## src/rtl/pc_fetch_sequencer.sv

```systemverilog
// pc_fetch_sequencer
//
// Owns the word-addressed program counter and the instruction-fetch
// handshake. It fetches one word at a time from instruction memory and
// presents it to decode/execute. It then advances the PC on retire. The
// advance is either sequential or a taken-branch redirect. Stall holds the
// issued instruction. Halt parks the sequencer until reset.
//
// Optional feature (compile-time macro FETCH_TIMEOUT_EN):
//   When defined, a FETCH that waits TIMEOUT_CYCLES cycles without an ACK
//   sets the sticky FETCH_ERR flag and parks the sequencer in HALT.
//   When undefined, FETCH waits indefinitely and FETCH_ERR is tied to 0.
//
// Ports:
//   CLK          clock, all state updates on the rising edge
//   RST          synchronous active-high reset
//   STALL        execute not ready, hold the issued instruction
//   BR_TAKEN     issued instruction redirects the PC (sampled on retire)
//   BR_TARGET    redirect word address
//   HALT_IN      stop after the current instruction or fetch
//   IMEM_REQ     fetch request to instruction memory
//   IMEM_ADDR    fetch word address (always the PC)
//   IMEM_ACK     memory returns IMEM_RDATA this cycle
//   IMEM_RDATA   fetched instruction word
//   INSTR        issued instruction
//   INSTR_VALID  INSTR and PC_OUT are valid
//   PC_OUT       PC of the issued instruction
//   HALTED       sequencer is parked in HALT
//   INSTR_COUNT  retired-instruction counter, wraps at 2^32
//   FETCH_ERR    fetch timeout flag (sticky until reset)

module pc_fetch_sequencer #(
    parameter int                    PC_WIDTH       = 30,
    parameter int                    INSTR_WIDTH    = 32,
    parameter logic [PC_WIDTH-1:0]   RESET_VECTOR   = '0,
    parameter int                    TIMEOUT_CYCLES = 255
) (
    input  logic                   CLK,
    input  logic                   RST,
    input  logic                   STALL,
    input  logic                   BR_TAKEN,
    input  logic [PC_WIDTH-1:0]    BR_TARGET,
    input  logic                   HALT_IN,
    output logic                   IMEM_REQ,
    output logic [PC_WIDTH-1:0]    IMEM_ADDR,
    input  logic                   IMEM_ACK,
    input  logic [INSTR_WIDTH-1:0] IMEM_RDATA,
    output logic [INSTR_WIDTH-1:0] INSTR,
    output logic                   INSTR_VALID,
    output logic [PC_WIDTH-1:0]    PC_OUT,
    output logic                   HALTED,
    output logic [31:0]            INSTR_COUNT,
    output logic                   FETCH_ERR
);

    typedef enum logic [1:0] {
        IDLE  = 2'd0,
        FETCH = 2'd1,
        ISSUE = 2'd2,
        HALT  = 2'd3
    } state_t;

    state_t                   state;
    state_t                   state_next;
    logic [PC_WIDTH-1:0]      pc;
    logic [PC_WIDTH-1:0]      pc_next;
    logic [INSTR_WIDTH-1:0]   instr;
    logic [INSTR_WIDTH-1:0]   instr_next;
    logic [31:0]              count;
    logic [31:0]              count_next;
    logic                     timeout_hit;

`ifdef FETCH_TIMEOUT_EN
    localparam int WAIT_W = (TIMEOUT_CYCLES < 1) ? 1 : $clog2(TIMEOUT_CYCLES + 1);
    // The counter holds the number of ACK-less cycles already spent in this
    // FETCH. The limit therefore trips on the TIMEOUT_CYCLES-th such cycle.
    localparam logic [WAIT_W-1:0] WAIT_LIMIT =
        (TIMEOUT_CYCLES < 1) ? '0 : WAIT_W'(TIMEOUT_CYCLES - 1);

    logic [WAIT_W-1:0] wait_cnt;
    logic              fetch_err;

    // An ACK arriving on the limit cycle wins, so only an ACK-less limit
    // cycle counts as a timeout.
    assign timeout_hit = (state == FETCH) && !IMEM_ACK && (wait_cnt == WAIT_LIMIT);

    // The wait counter is cleared whenever the sequencer is outside FETCH.
    // This gives every new fetch a fresh budget.
    always_ff @(posedge CLK) begin
        if (RST) begin
            wait_cnt  <= '0;
            fetch_err <= 1'b0;
        end else begin
            if (state == FETCH && !IMEM_ACK && !timeout_hit) begin
                wait_cnt <= wait_cnt + WAIT_W'(1);
            end else begin
                wait_cnt <= '0;
            end
            if (timeout_hit) begin
                fetch_err <= 1'b1;
            end
        end
    end

    assign FETCH_ERR = fetch_err;
`else
    logic unused_timeout_cfg;

    assign timeout_hit        = 1'b0;
    assign FETCH_ERR          = 1'b0;
    assign unused_timeout_cfg = (TIMEOUT_CYCLES == 0);
`endif

    always_ff @(posedge CLK) begin
        if (RST) begin
            state <= IDLE;
            pc    <= RESET_VECTOR;
            instr <= '0;
            count <= '0;
        end else begin
            state <= state_next;
            pc    <= pc_next;
            instr <= instr_next;
            count <= count_next;
        end
    end

    always_comb begin
        state_next = state;
        pc_next    = pc;
        instr_next = instr;
        count_next = count;

        case (state)
            IDLE: begin
                state_next = HALT_IN ? HALT : FETCH;
            end

            // The request stays up with a stable address until ACK arrives.
            // A halt request is honoured only once the fetch has completed.
            FETCH: begin
                if (IMEM_ACK) begin
                    instr_next = IMEM_RDATA;
                    state_next = HALT_IN ? HALT : ISSUE;
                end else if (timeout_hit) begin
                    state_next = HALT;
                end
            end

            // While stalled, branch and halt inputs are deliberately ignored.
            // A halting retire still applies its branch to the PC.
            ISSUE: begin
                if (!STALL) begin
                    pc_next    = BR_TAKEN ? BR_TARGET : pc + PC_WIDTH'(1);
                    count_next = count + 32'd1;
                    state_next = HALT_IN ? HALT : FETCH;
                end
            end

            HALT: begin
                state_next = HALT;
            end

            default: begin
                state_next = IDLE;
            end
        endcase
    end

    assign IMEM_REQ    = (state == FETCH);
    assign IMEM_ADDR   = pc;
    assign PC_OUT      = pc;
    assign INSTR       = instr;
    assign INSTR_VALID = (state == ISSUE);
    assign HALTED      = (state == HALT);
    assign INSTR_COUNT = count;

endmodule

```

## config.mk

```make
export PLATFORM = sky130hd
export DESIGN_NAME = pc_fetch_sequencer
export DESIGN_NICKNAME = d
export VERILOG_FILES = /design/src/rtl/pc_fetch_sequencer.sv
export SDC_FILE = /design/constraint.sdc
export NUM_CORES = 1
export LEC_CHECK = 0
export ABC_AREA = 0
export ABC_CLOCK_PERIOD_IN_PS = 2300
export CORE_MARGIN = 1
export CORE_UTILIZATION = 38
export CTS_BUF_LIST = sky130_fd_sc_hd__clkbuf_8
export DETAILED_ROUTE_END_ITERATION = 7
export PLACE_DENSITY = 0.69
export SLEW_MARGIN = 20
export SYNTH_ARGS = -nofsm -noshare
export SYNTH_HDL_FRONTEND = slang
export SYNTH_SLANG_ARGS = --single-unit
```

## constraint.sdc

```tcl
create_clock -name CLK -period 2.3 [get_ports CLK]
set_input_delay 0.46 -clock CLK [delete_from_list [all_inputs] [get_ports CLK]]
set_output_delay 0.46 -clock CLK [all_outputs]
set_load 0.02 [all_outputs]
```

==> summary.md <==
| Metric | Value |
|---|---|
| Min Tclk post-route | 2133 ps |
| Largest fanout on the critical path | 7 |
| First-pass GRT wire length | 22.41 mm |
| Top cell type by total area after synthesis | dfxtp_1 |
| Die height | 113.8 um |
| Met1 usage | 0.2685 |
| Nets@finish | 848 |
| Sink Count | 96 |
| Maxcap violations | 0 |
| Layout cells sized above 1 | 0.07280 |
| Slew Limit Fails | 0 |
| Synth Instances | 610 |
| Clock latency on the worst-skew pair | 370 ps |
| Die Area | 12,950 um^2 |
| Congestion Overflow GR | 0 |
| Type of origin of the critical path | register |
| Most Crowded Layer GR | met2 |
| Iter 0 DRT Violations | 270 |
| EDFF count, synth | 0 |
| H-Tree Depth | 3 |
| Post-synthesis sequential area ratio | 0.4046 |
| PwrDens | 479.0 nW/um^2 |
| Row count | 40 |
| Post-route clock skew | 11.99 ps |
| Starting density of the core | 0.3921 |
| Setup_tns | 0 ps |
| CTS max path bufs | 2 |
| Largest net degree at the start of global routing | 43 |
| Synth top area share | 0.4046 |
| Kind of critical path | reg -> out |
| Leakage | 2.333 nW |
| RSZ-0062 raised after global routing | no |
| Peak VDD IR | 0.3377 mV |
| CTS Buf Count | 9 |
| WL per Instance | 14.48 um |
| Largest cells by area after synthesis | dfxtp_1 (40%), nand2_1 (7.1%), a21oi_1 (6.8%) |
| Arrival time at the worst endpoint | 1670 ps |
| CP Capture Type | primary output |
| Ys async rst share | 0 |
| Residual DRC | 0 |
| Worst path required time | 1840 ps |
| Placer Congestion | 0.8182 |
| Die X | 113.8 um |
| Total Power | 3.347 mW |
| Fin. Hold Viols | 0 |
| GRT Util Overall | 0.2143 |
| Slew @ Worst Pin | 542.8 ps |
| Final setup viols | 0 |
| Vias | 4,928 |
| Synth unique cells | 49 |
| Met2 Usage GRT | 0.3431 |
| Drt first pass iters | 5 |
| Most frequent cell after synthesis | dfxtp_1 |
| Syn nets | 680 |
| Number of global-route vias before repair | 4,553 |
| Synth-to-Final Area Change | 47.13% |
| Synth warn | 0 |
| Initial antenna violation count | 1 |
| Final Cycle Share | 0.9272 |
| Status | finished clean |
| CTS tree | done |
| F_max | 0.4689 GHz |
| Mapped cell area | 4750 um^2 |
| Post-layout util | 0.5770 |
| Ports | 196 |
| GR Layer Usage met3 | 0.06854 |
| Clock-pin transition on the worst setup and hold timing paths | 90 ps |
| Vias per cell | 5.176 |
| Hold Crit Class | reg -> reg |
| Post-Syn Area per Cell | 7.786 um^2 |
| #FFs+latches synth | 96 |
| Drt total wl | 13.79 mm |
| Detailed Place HPWL | 10.22 mm |
| Min Hold Slack | 458.2 ps |
| CTS root buf | clkbuf_8 |
| Top FF cell, synth | dfxtp_1 |
| Slew HR | 0.6381 |
| Setup repair bufs after CTS | 0 |
| PortBufs | 194 |
| Post-route antenna net violation count | 0 |
| Core Box Area | 12,110 um^2 |
| Commonest cells post-synth | dfxtp_1 (96), nand2_1 (90), a21oi_1 (65) |
## cell families after synthesis
family	count (synthesis)	share of synthesized area
multiplexers	6	0.01265
buffers and inverters	84	0.09404
XOR/XNOR	27	0.04979
AND/OR/NAND/NOR	266	0.2735
AO/OA/AOI/OAI	128	0.1594
other	1	0.0007895
adder cells (fa/ha/maj)	2	0.005268
flip-flops	96	0.4046
## flip-flops by register name (all words and copies together) (netlist names)
register and count:
state 2, IMEM_ADDR 30, INSTR_COUNT 32, INSTR 32
## final cells by class
type | instances | area (um^2)
clock buffers | 11 | 151.4
inverters | 13 | 48.80
multi-input cells | 430 | 2391
well taps | 168 | 210.2
repair buffers | 228 | 2230
diodes | 1 | 2.502
flip-flops and latches | 96 | 1922
fillers | 1165 | 5124
clock inverters | 5 | 32.53
## per-layer routing
metal  share of wire  vias up
met2            0.47      172
met5               0        -
li1                -     2458
met4           0.019        0
met3           0.085       19
met1            0.42     2279
## critical path, stage by stage (launching register included)
cell	delay (ps)
dfxtp_1	440
nor2b_1	220
clkdlybuf4s50_1	650
## where the power goes
| part | internal [mW] | switching, mW |
|---|---|---|
| Sequential | 1.71 | 0.0381 |
| Clock | 0.449 | 0.594 |
| Combinational | 0.288 | 0.270 |
## worst paths after layout
| check | start | end | slack [ps] | cells past startpoint |
|---|---|---|---|---|
| setup / recovery | state[0] | IMEM_REQ | 170 | 2 |
| hold / removal | INSTR[6] | INSTR[6] | 460 | 2 |
| setup reg to reg | IMEM_ADDR[0] | IMEM_ADDR[12] | 250 | 7 |
| hold reg to reg | INSTR[6] | INSTR[6] | 460 | 2 |
## layout by cell type, fill, tap and decap left out, types with 2 or more instances in the layout
cell | synthesis | layout
o31ai_1 | 7 | 7
clkdlybuf4s50_1 | 0 | 193
clkbuf_8 | 0 | 11
xnor2_1 | 22 | 22
a31oi_1 | 4 | 4
a22oi_1 | 4 | 4
nand4_1 | 18 | 18
or3_1 | 8 | 7
nor2_1 | 52 | 52
and3_1 | 10 | 10
or2_2 | 2 | 2
ha_1 | 2 | 2
dfxtp_1 | 96 | 96
buf_4 | 31 | 31
and4_1 | 9 | 9
inv_1 | 13 | 14
a21oi_1 | 65 | 65
a21o_1 | 2 | 2
nor2b_1 | 3 | 3
o22ai_1 | 3 | 3
nor4_1 | 16 | 16
o21ai_0 | 21 | 21
nand2b_1 | 4 | 4
a311o_1 | 2 | 2
xor2_1 | 5 | 5
mux2i_1 | 6 | 6
nor3_1 | 20 | 20
buf_12 | 0 | 3
nand2_1 | 90 | 90
clkinvlp_4 | 0 | 2
and2_1 | 3 | 3
o32ai_1 | 2 | 2
nand3_1 | 22 | 22
or4_1 | 5 | 5
a211oi_1 | 9 | 9
## what timing repair did
item | 4_1_cts | 5_1_grt
resized for setup | 0 | 1
setup endpoints to repair | 0 | 2
hold buffers | 0 | 0
## metrics by stage
step                      area (um^2)  worst slack [ps]  instances
after floorplan                  4750             99.75        610
after global placement           6797             41.70        935
after detailed placement         6797             17.98        935
after CTS                        6980             120.1        951
after global routing             6985            0.3491        951
final                            6988             167.4        952
No activity file was read; power rests on OpenSTA's default activity.
